===== config.mk =====
export PLATFORM = sky130hd
export DESIGN_NAME = pipelined_multiplier
export DESIGN_NICKNAME = d
export VERILOG_FILES = /design/src/rtl/mul_pkg.sv /design/src/rtl/pipe_slice.sv /design/src/rtl/pipelined_multiplier.sv
export SDC_FILE = /design/constraint.sdc
export NUM_CORES = 2
export LEC_CHECK = 0
export CAP_MARGIN = 20
export CORE_ASPECT_RATIO = 0.5
export CORE_MARGIN = 4
export CORE_UTILIZATION = 55
export CTS_CLUSTER_SIZE = 16
export DETAILED_ROUTE_END_ITERATION = 8
export HOLD_SLACK_MARGIN = 0.05
export PLACE_DENSITY = 0.73
export SLEW_MARGIN = 20
export SYNTH_ARGS = -nofsm -noshare
export SYNTH_HDL_FRONTEND = slang
export SYNTH_HIERARCHICAL = 1
export SYNTH_SLANG_ARGS = --single-unit

===== constraint.sdc =====
create_clock -name clock -period 23.6 [get_ports clock]
set_clock_uncertainty 0.1 [all_clocks]
set_input_delay 2.36 -clock clock [delete_from_list [all_inputs] [get_ports clock]]
set_output_delay 2.36 -clock clock [all_outputs]
set_load 0.01 [all_outputs]

===== src/rtl/mul_pkg.sv =====
// Shared defaults and width helpers for the pipelined integer multiplier.
package mul_pkg;

  localparam int unsigned MUL_WIDTH_DEFAULT  = 32;
  localparam int unsigned MUL_STAGES_DEFAULT = 2;

  // Result is the full double-width product (HI:LO).
  function automatic int unsigned mul_res_width(input int unsigned width);
    return 2 * width;
  endfunction

  // One extra bit lets signed and unsigned operands share one signed multiplier.
  function automatic int unsigned mul_ext_width(input int unsigned width);
    return width + 1;
  endfunction

endpackage


===== src/rtl/pipe_slice.sv =====
// One elastic register slice: valid bit plus payload, loads when empty or when
// the downstream slice takes its current content; flush drops the valid bit.
module pipe_slice #(
  parameter int unsigned DW = 8
) (
  input  logic          clock,
  input  logic          reset,
  input  logic          flush_i,
  input  logic          valid_i,
  output logic          ready_o,
  input  logic [DW-1:0] data_i,
  output logic          valid_o,
  input  logic          ready_i,
  output logic [DW-1:0] data_o
);

  logic          valid_q, valid_d;
  logic [DW-1:0] data_q, data_d;

  assign ready_o = !valid_q || ready_i;

  // Payload only moves with a real transfer so idle-cycle operands never land.
  always_comb begin
    valid_d = valid_q;
    data_d  = data_q;
    if (ready_o) begin
      valid_d = valid_i;
      if (valid_i) begin
        data_d = data_i;
      end
    end
    if (flush_i) begin
      valid_d = 1'b0;
    end
  end

  always_ff @(posedge clock) begin
    if (reset) begin
      valid_q <= 1'b0;
      data_q  <= '0;
    end else begin
      valid_q <= valid_d;
      data_q  <= data_d;
    end
  end

  assign valid_o = valid_q;
  assign data_o  = data_q;

endmodule


===== src/rtl/pipelined_multiplier.sv =====
// Elastic signed/unsigned multiplier (MULT/MULTU) with valid/ready and flush.
// Define MULTIPLIER_ACCUM_EN to add the MADD/MSUB accumulate ports.
module pipelined_multiplier
  import mul_pkg::*;
#(
  parameter int unsigned WIDTH  = MUL_WIDTH_DEFAULT,
  parameter int unsigned STAGES = MUL_STAGES_DEFAULT
) (
  input  logic                 clock,
  input  logic                 reset,
  input  logic                 flush,
  input  logic                 in_valid,
  output logic                 in_ready,
  input  logic                 is_signed,
  input  logic [WIDTH-1:0]     input1,
  input  logic [WIDTH-1:0]     input2,
`ifdef MULTIPLIER_ACCUM_EN
  input  logic                 acc_en,
  input  logic                 acc_sub,
  input  logic [2*WIDTH-1:0]   acc_in,
`endif
  output logic                 out_valid,
  input  logic                 out_ready,
  output logic [2*WIDTH-1:0]   result
);

  localparam int unsigned RW = mul_res_width(WIDTH);
  localparam int unsigned XW = mul_ext_width(WIDTH);
`ifdef MULTIPLIER_ACCUM_EN
  localparam int unsigned PW = 2 * RW + 2;
`else
  localparam int unsigned PW = RW;
`endif

  logic signed [XW-1:0] a_ext, b_ext;
  logic        [RW-1:0] product;
  logic        [PW-1:0] head_pay;
  logic        [PW-1:0] src [STAGES];
  logic        [RW-1:0] last_in, last_q;
  logic        [STAGES:0] vld, rdy;

  // Extension bit is the sign only in signed mode; the truncated product is exact.
  assign a_ext   = {is_signed & input1[WIDTH-1], input1};
  assign b_ext   = {is_signed & input2[WIDTH-1], input2};
  assign product = RW'(a_ext) * RW'(b_ext);

`ifdef MULTIPLIER_ACCUM_EN
  function automatic logic [RW-1:0] finish_op(input logic [PW-1:0] p);
    logic          en, sub;
    logic [RW-1:0] acc, prd;
    {en, sub, acc, prd} = p;
    if (!en) begin
      return prd;
    end
    return sub ? (acc - prd) : (acc + prd);
  endfunction

  assign head_pay = {acc_en, acc_sub, acc_in, product};
  assign last_in  = finish_op(src[STAGES-1]);
`else
  assign head_pay = product;
  assign last_in  = src[STAGES-1];
`endif

  assign src[0]      = head_pay;
  assign vld[0]      = in_valid;
  assign rdy[STAGES] = out_ready;

  // Slice chain: inner slices carry the raw payload, the last one holds the result.
  for (genvar k = 0; k < STAGES; k++) begin : g_slice
    if (k + 1 < STAGES) begin : g_mid
      pipe_slice #(.DW(PW)) u_slice (
        .clock   (clock),
        .reset   (reset),
        .flush_i (flush),
        .valid_i (vld[k]),
        .ready_o (rdy[k]),
        .data_i  (src[k]),
        .valid_o (vld[k+1]),
        .ready_i (rdy[k+1]),
        .data_o  (src[k+1])
      );
    end else begin : g_last
      pipe_slice #(.DW(RW)) u_slice (
        .clock   (clock),
        .reset   (reset),
        .flush_i (flush),
        .valid_i (vld[k]),
        .ready_o (rdy[k]),
        .data_i  (last_in),
        .valid_o (vld[k+1]),
        .ready_i (rdy[k+1]),
        .data_o  (last_q)
      );
    end
  end

  assign in_ready  = rdy[0] && !flush && !reset;
  assign out_valid = vld[STAGES];
  assign result    = last_q;

endmodule


==> metrics <==
result of the run=finished clean; post-synthesis async set-or-reset flop share=0; cell depth of the worst flop-to-flop path=5; met3 WL=9810 microns; number of hold violations in the final report=0; global-route wire length before repair=191000 microns; pin count of the biggest net entering global routing=79; detailed placement HPWL=86500 microns; warnings from Yosys=6; top cells by area, synth=sky130_fd_sc_hd__fa_1 (51%), sky130_fd_sc_hd__inv_1 (9.4%), sky130_fd_sc_hd__nand2_1 (6.2%); min-delay worst type=reg2reg; number of remaining DRC errors=0; synthesis-to-finish area growth=5.11%; Pins Over Slew Limit=0; Net Count, Synth=6171; setup repair after global routing missed its margin=no; CTS tree=yes; sink count of the clock tree=130; full die area=84500 sq um; relative slew slack=0.188; start-to-end type of the worst setup path=in2reg; Hold Path Depth=2; violation count after the first detailed-route iteration=2360; detail-routed via count per cell=5.64; aggregate global-route resource usage=0.285; root cell of the clock tree=sky130_fd_sc_hd__clkbuf_16; hold path startpoint=g_slice[0].g_mid.u_slice/data_o[21]; tightest hold margin=375 ps; final wirelength=115000 microns; Max Root-Sink Buffers=2; floorplan die width=407 microns; R2R setup slack=20920 ps; Reg-to-Reg End=g_slice[0].g_mid.u_slice/data_o[10]; cell area after synthesis=43800 sq um; overflow left after global routing=0; share of the yosys chip area belonging to registers=0.0594; Layout fillers=6603; post-DR wirelength/cell=20.1 microns; share of the synthesized area in the top cell type=0.514; clock-pin slew on the worst setup and hold paths=70 ps; total number of vias=32239; starting density of the core=0.561; maximum level of the CTS H-tree=4; signal arrival time at the worst endpoint=12400 ps; synth unique cells=69; Highest Clock Rate=81.9 MHz; most area-hungry cell type in the Yosys netlist=sky130_fd_sc_hd__fa_1; top metal layer carrying routed signals=met5; average size of a mapped cell=9.20 sq um; most frequent cells in the layout=sky130_fd_sc_hd__fa_1 (1124), sky130_fd_sc_hd__inv_1 (1097), sky130_fd_sc_hd__nand2_1 (727); launch instance of the worst register-to-register path=g_slice[1].g_last.u_slice/valid_o; Hold Buf Count CTS=0; last weighted congestion value of the routability-driven placer=0.953; post-route antenna net violation count=0; Pre-Repair DR Iteration Count=5; largest fanout on the critical path=50; Core Footprint=78100 sq um; routed length on met2=54900 microns; Sum Neg Setup Slack=0 ps; Ports=136; endpoint with the worst hold slack=g_slice[1].g_last.u_slice/data_o[21]; number of standard-cell rows in the floorplan=72; Req. time, crit path=23790 ps; crit path time final=12210 ps; transition at the pin with the smallest max-transition slack=1210 ps; Num CTS Buffers=17; net count of the finished layout=6075; number of global-route vias before repair=36010; critical path launch point type=primary input; most common cell after layout, fill and taps aside=sky130_fd_sc_hd__fa_1; Setup Buffers After CTS=0; height of the die=208 microns; number of enable flip-flop cells after synthesis=0; IO Port Bufs=135; count of mapped cells out of synthesis=4764; primary flip-flop cell chosen by synthesis mapping=sky130_fd_sc_hd__dfxtp_1; Clock Latency Late Sink=440 ps; routed metal-1 wirelength=44500 microns; proportion of layout cells with a drive suffix above 1=0.0461; final-report setup violation count=0; crit share post-route=0.517; number of gates resized after CTS=0; Synth Register Bits=130; initial antenna violation count=2; max-cap viol count=0; critical path endpoint category=flop
-- final cells by class --
cell class,count,area [sq um],area share
sequential,130,2610,0.0566
inverter,1097,4120,0.0894
clock inverter,10,180,0.00391
tap,1036,1300,0.0282
multi-input combinational,3239,35800,0.777
clock buffer,22,474,0.0103
timing repair buffer,183,1570,0.0341
antenna,1,2.50,0.0000543
-- cell usage after synthesis, drive strengths merged (23+ instances only) --
| library cell | n |
|---|---|
| a21bo | 122 |
| a21o | 23 |
| a21oi | 181 |
| and2 | 360 |
| buf | 63 |
| clkbuf | 235 |
| dfxtp | 130 |
| fa | 1125 |
| ha | 212 |
| inv | 1097 |
| nand2 | 728 |
| nand3 | 133 |
| nor2 | 63 |
| o21ai | 55 |
| xnor2 | 56 |
-- worst max-delay path, cell delays in order --
cell	delay [ps]
sky130_fd_sc_hd__clkdlybuf4s50_1	460
sky130_fd_sc_hd__buf_4	400
sky130_fd_sc_hd__and2_1	610
sky130_fd_sc_hd__nand2_1	190
sky130_fd_sc_hd__inv_1	160
sky130_fd_sc_hd__fa_1	480
sky130_fd_sc_hd__fa_1	560
sky130_fd_sc_hd__fa_2	600
sky130_fd_sc_hd__inv_1	250
sky130_fd_sc_hd__fa_1	1060
sky130_fd_sc_hd__inv_1	310
sky130_fd_sc_hd__fa_1	530
sky130_fd_sc_hd__fa_1	560
sky130_fd_sc_hd__inv_1	50
sky130_fd_sc_hd__fa_1	460
sky130_fd_sc_hd__fa_1	490
sky130_fd_sc_hd__inv_1	40
sky130_fd_sc_hd__ha_1	400
sky130_fd_sc_hd__nand4_1	260
sky130_fd_sc_hd__nor3_1	330
sky130_fd_sc_hd__nand2_1	100
sky130_fd_sc_hd__o41ai_2	590
sky130_fd_sc_hd__a221oi_2	140
sky130_fd_sc_hd__a21oi_1	290
sky130_fd_sc_hd__nor4_1	100
sky130_fd_sc_hd__a311o_1	340
sky130_fd_sc_hd__nand3_1	90
sky130_fd_sc_hd__a21oi_1	80
-- cell families after synthesis --
group | synth area share
AOI/OAI and AO/OA | 0.0777
xor gates and xnor gates | 0.0154
adders and majority gates | 0.575
buffers and inverters | 0.124
DFF | 0.0594
and+or+nand+nor | 0.149
-- how the worst max path moves through the flow --
| stage | startpoint | to | slack [ps] | cells past startpoint |
|---|---|---|---|---|
| 2_1_floorplan | is_signed | g_slice[0].g_mid.u_slice/data_o[58] | 13090 | 28 |
| 3_3_place_gp | input1[31] | g_slice[0].g_mid.u_slice/data_o[61] | 11350 | 28 |
| 3_5_place_dp | input1[31] | g_slice[0].g_mid.u_slice/data_o[61] | 11080 | 28 |
| 4_1_cts | input1[31] | g_slice[0].g_mid.u_slice/data_o[61] | 11490 | 28 |
| 5_1_grt | input1[31] | g_slice[0].g_mid.u_slice/data_o[61] | 10980 | 28 |
| 6_report | input1[31] | g_slice[0].g_mid.u_slice/data_o[61] | 11390 | 28 |
-- routing by layer --
metal,vias to the layer above,track usage
met3,382,0.0578
met2,1465,0.470
met4,2,0.125
met5,-,0
met1,16662,0.367
li1,13728,-
-- sequential cells by signal, indices dropped and copies added, names as in the netlist --
| name | cells |
|---|---|
| g_slice.g_last.u_slice/data_o | 64 |
| g_slice.g_last.u_slice/valid_o | 1 |
| g_slice.g_mid.u_slice/data_o | 64 |
| g_slice.g_mid.u_slice/valid_o | 1 |
-- per-stage QoR --
step,std cells,setup WS (ps),instance area (sq um),utilization
after floorplan,4764,13090,43800,-
after global placement,5685,11350,45400,0.581
after detailed placement,5685,11080,45400,0.581
after CTS,5717,11490,46000,0.589
after global routing,5717,10980,46000,0.590
final,5718,11390,46000,0.590
Power is left out: the tool's default activity adds up to more than one toggle a clock period on the data nets, which glitch-free logic cannot reach.
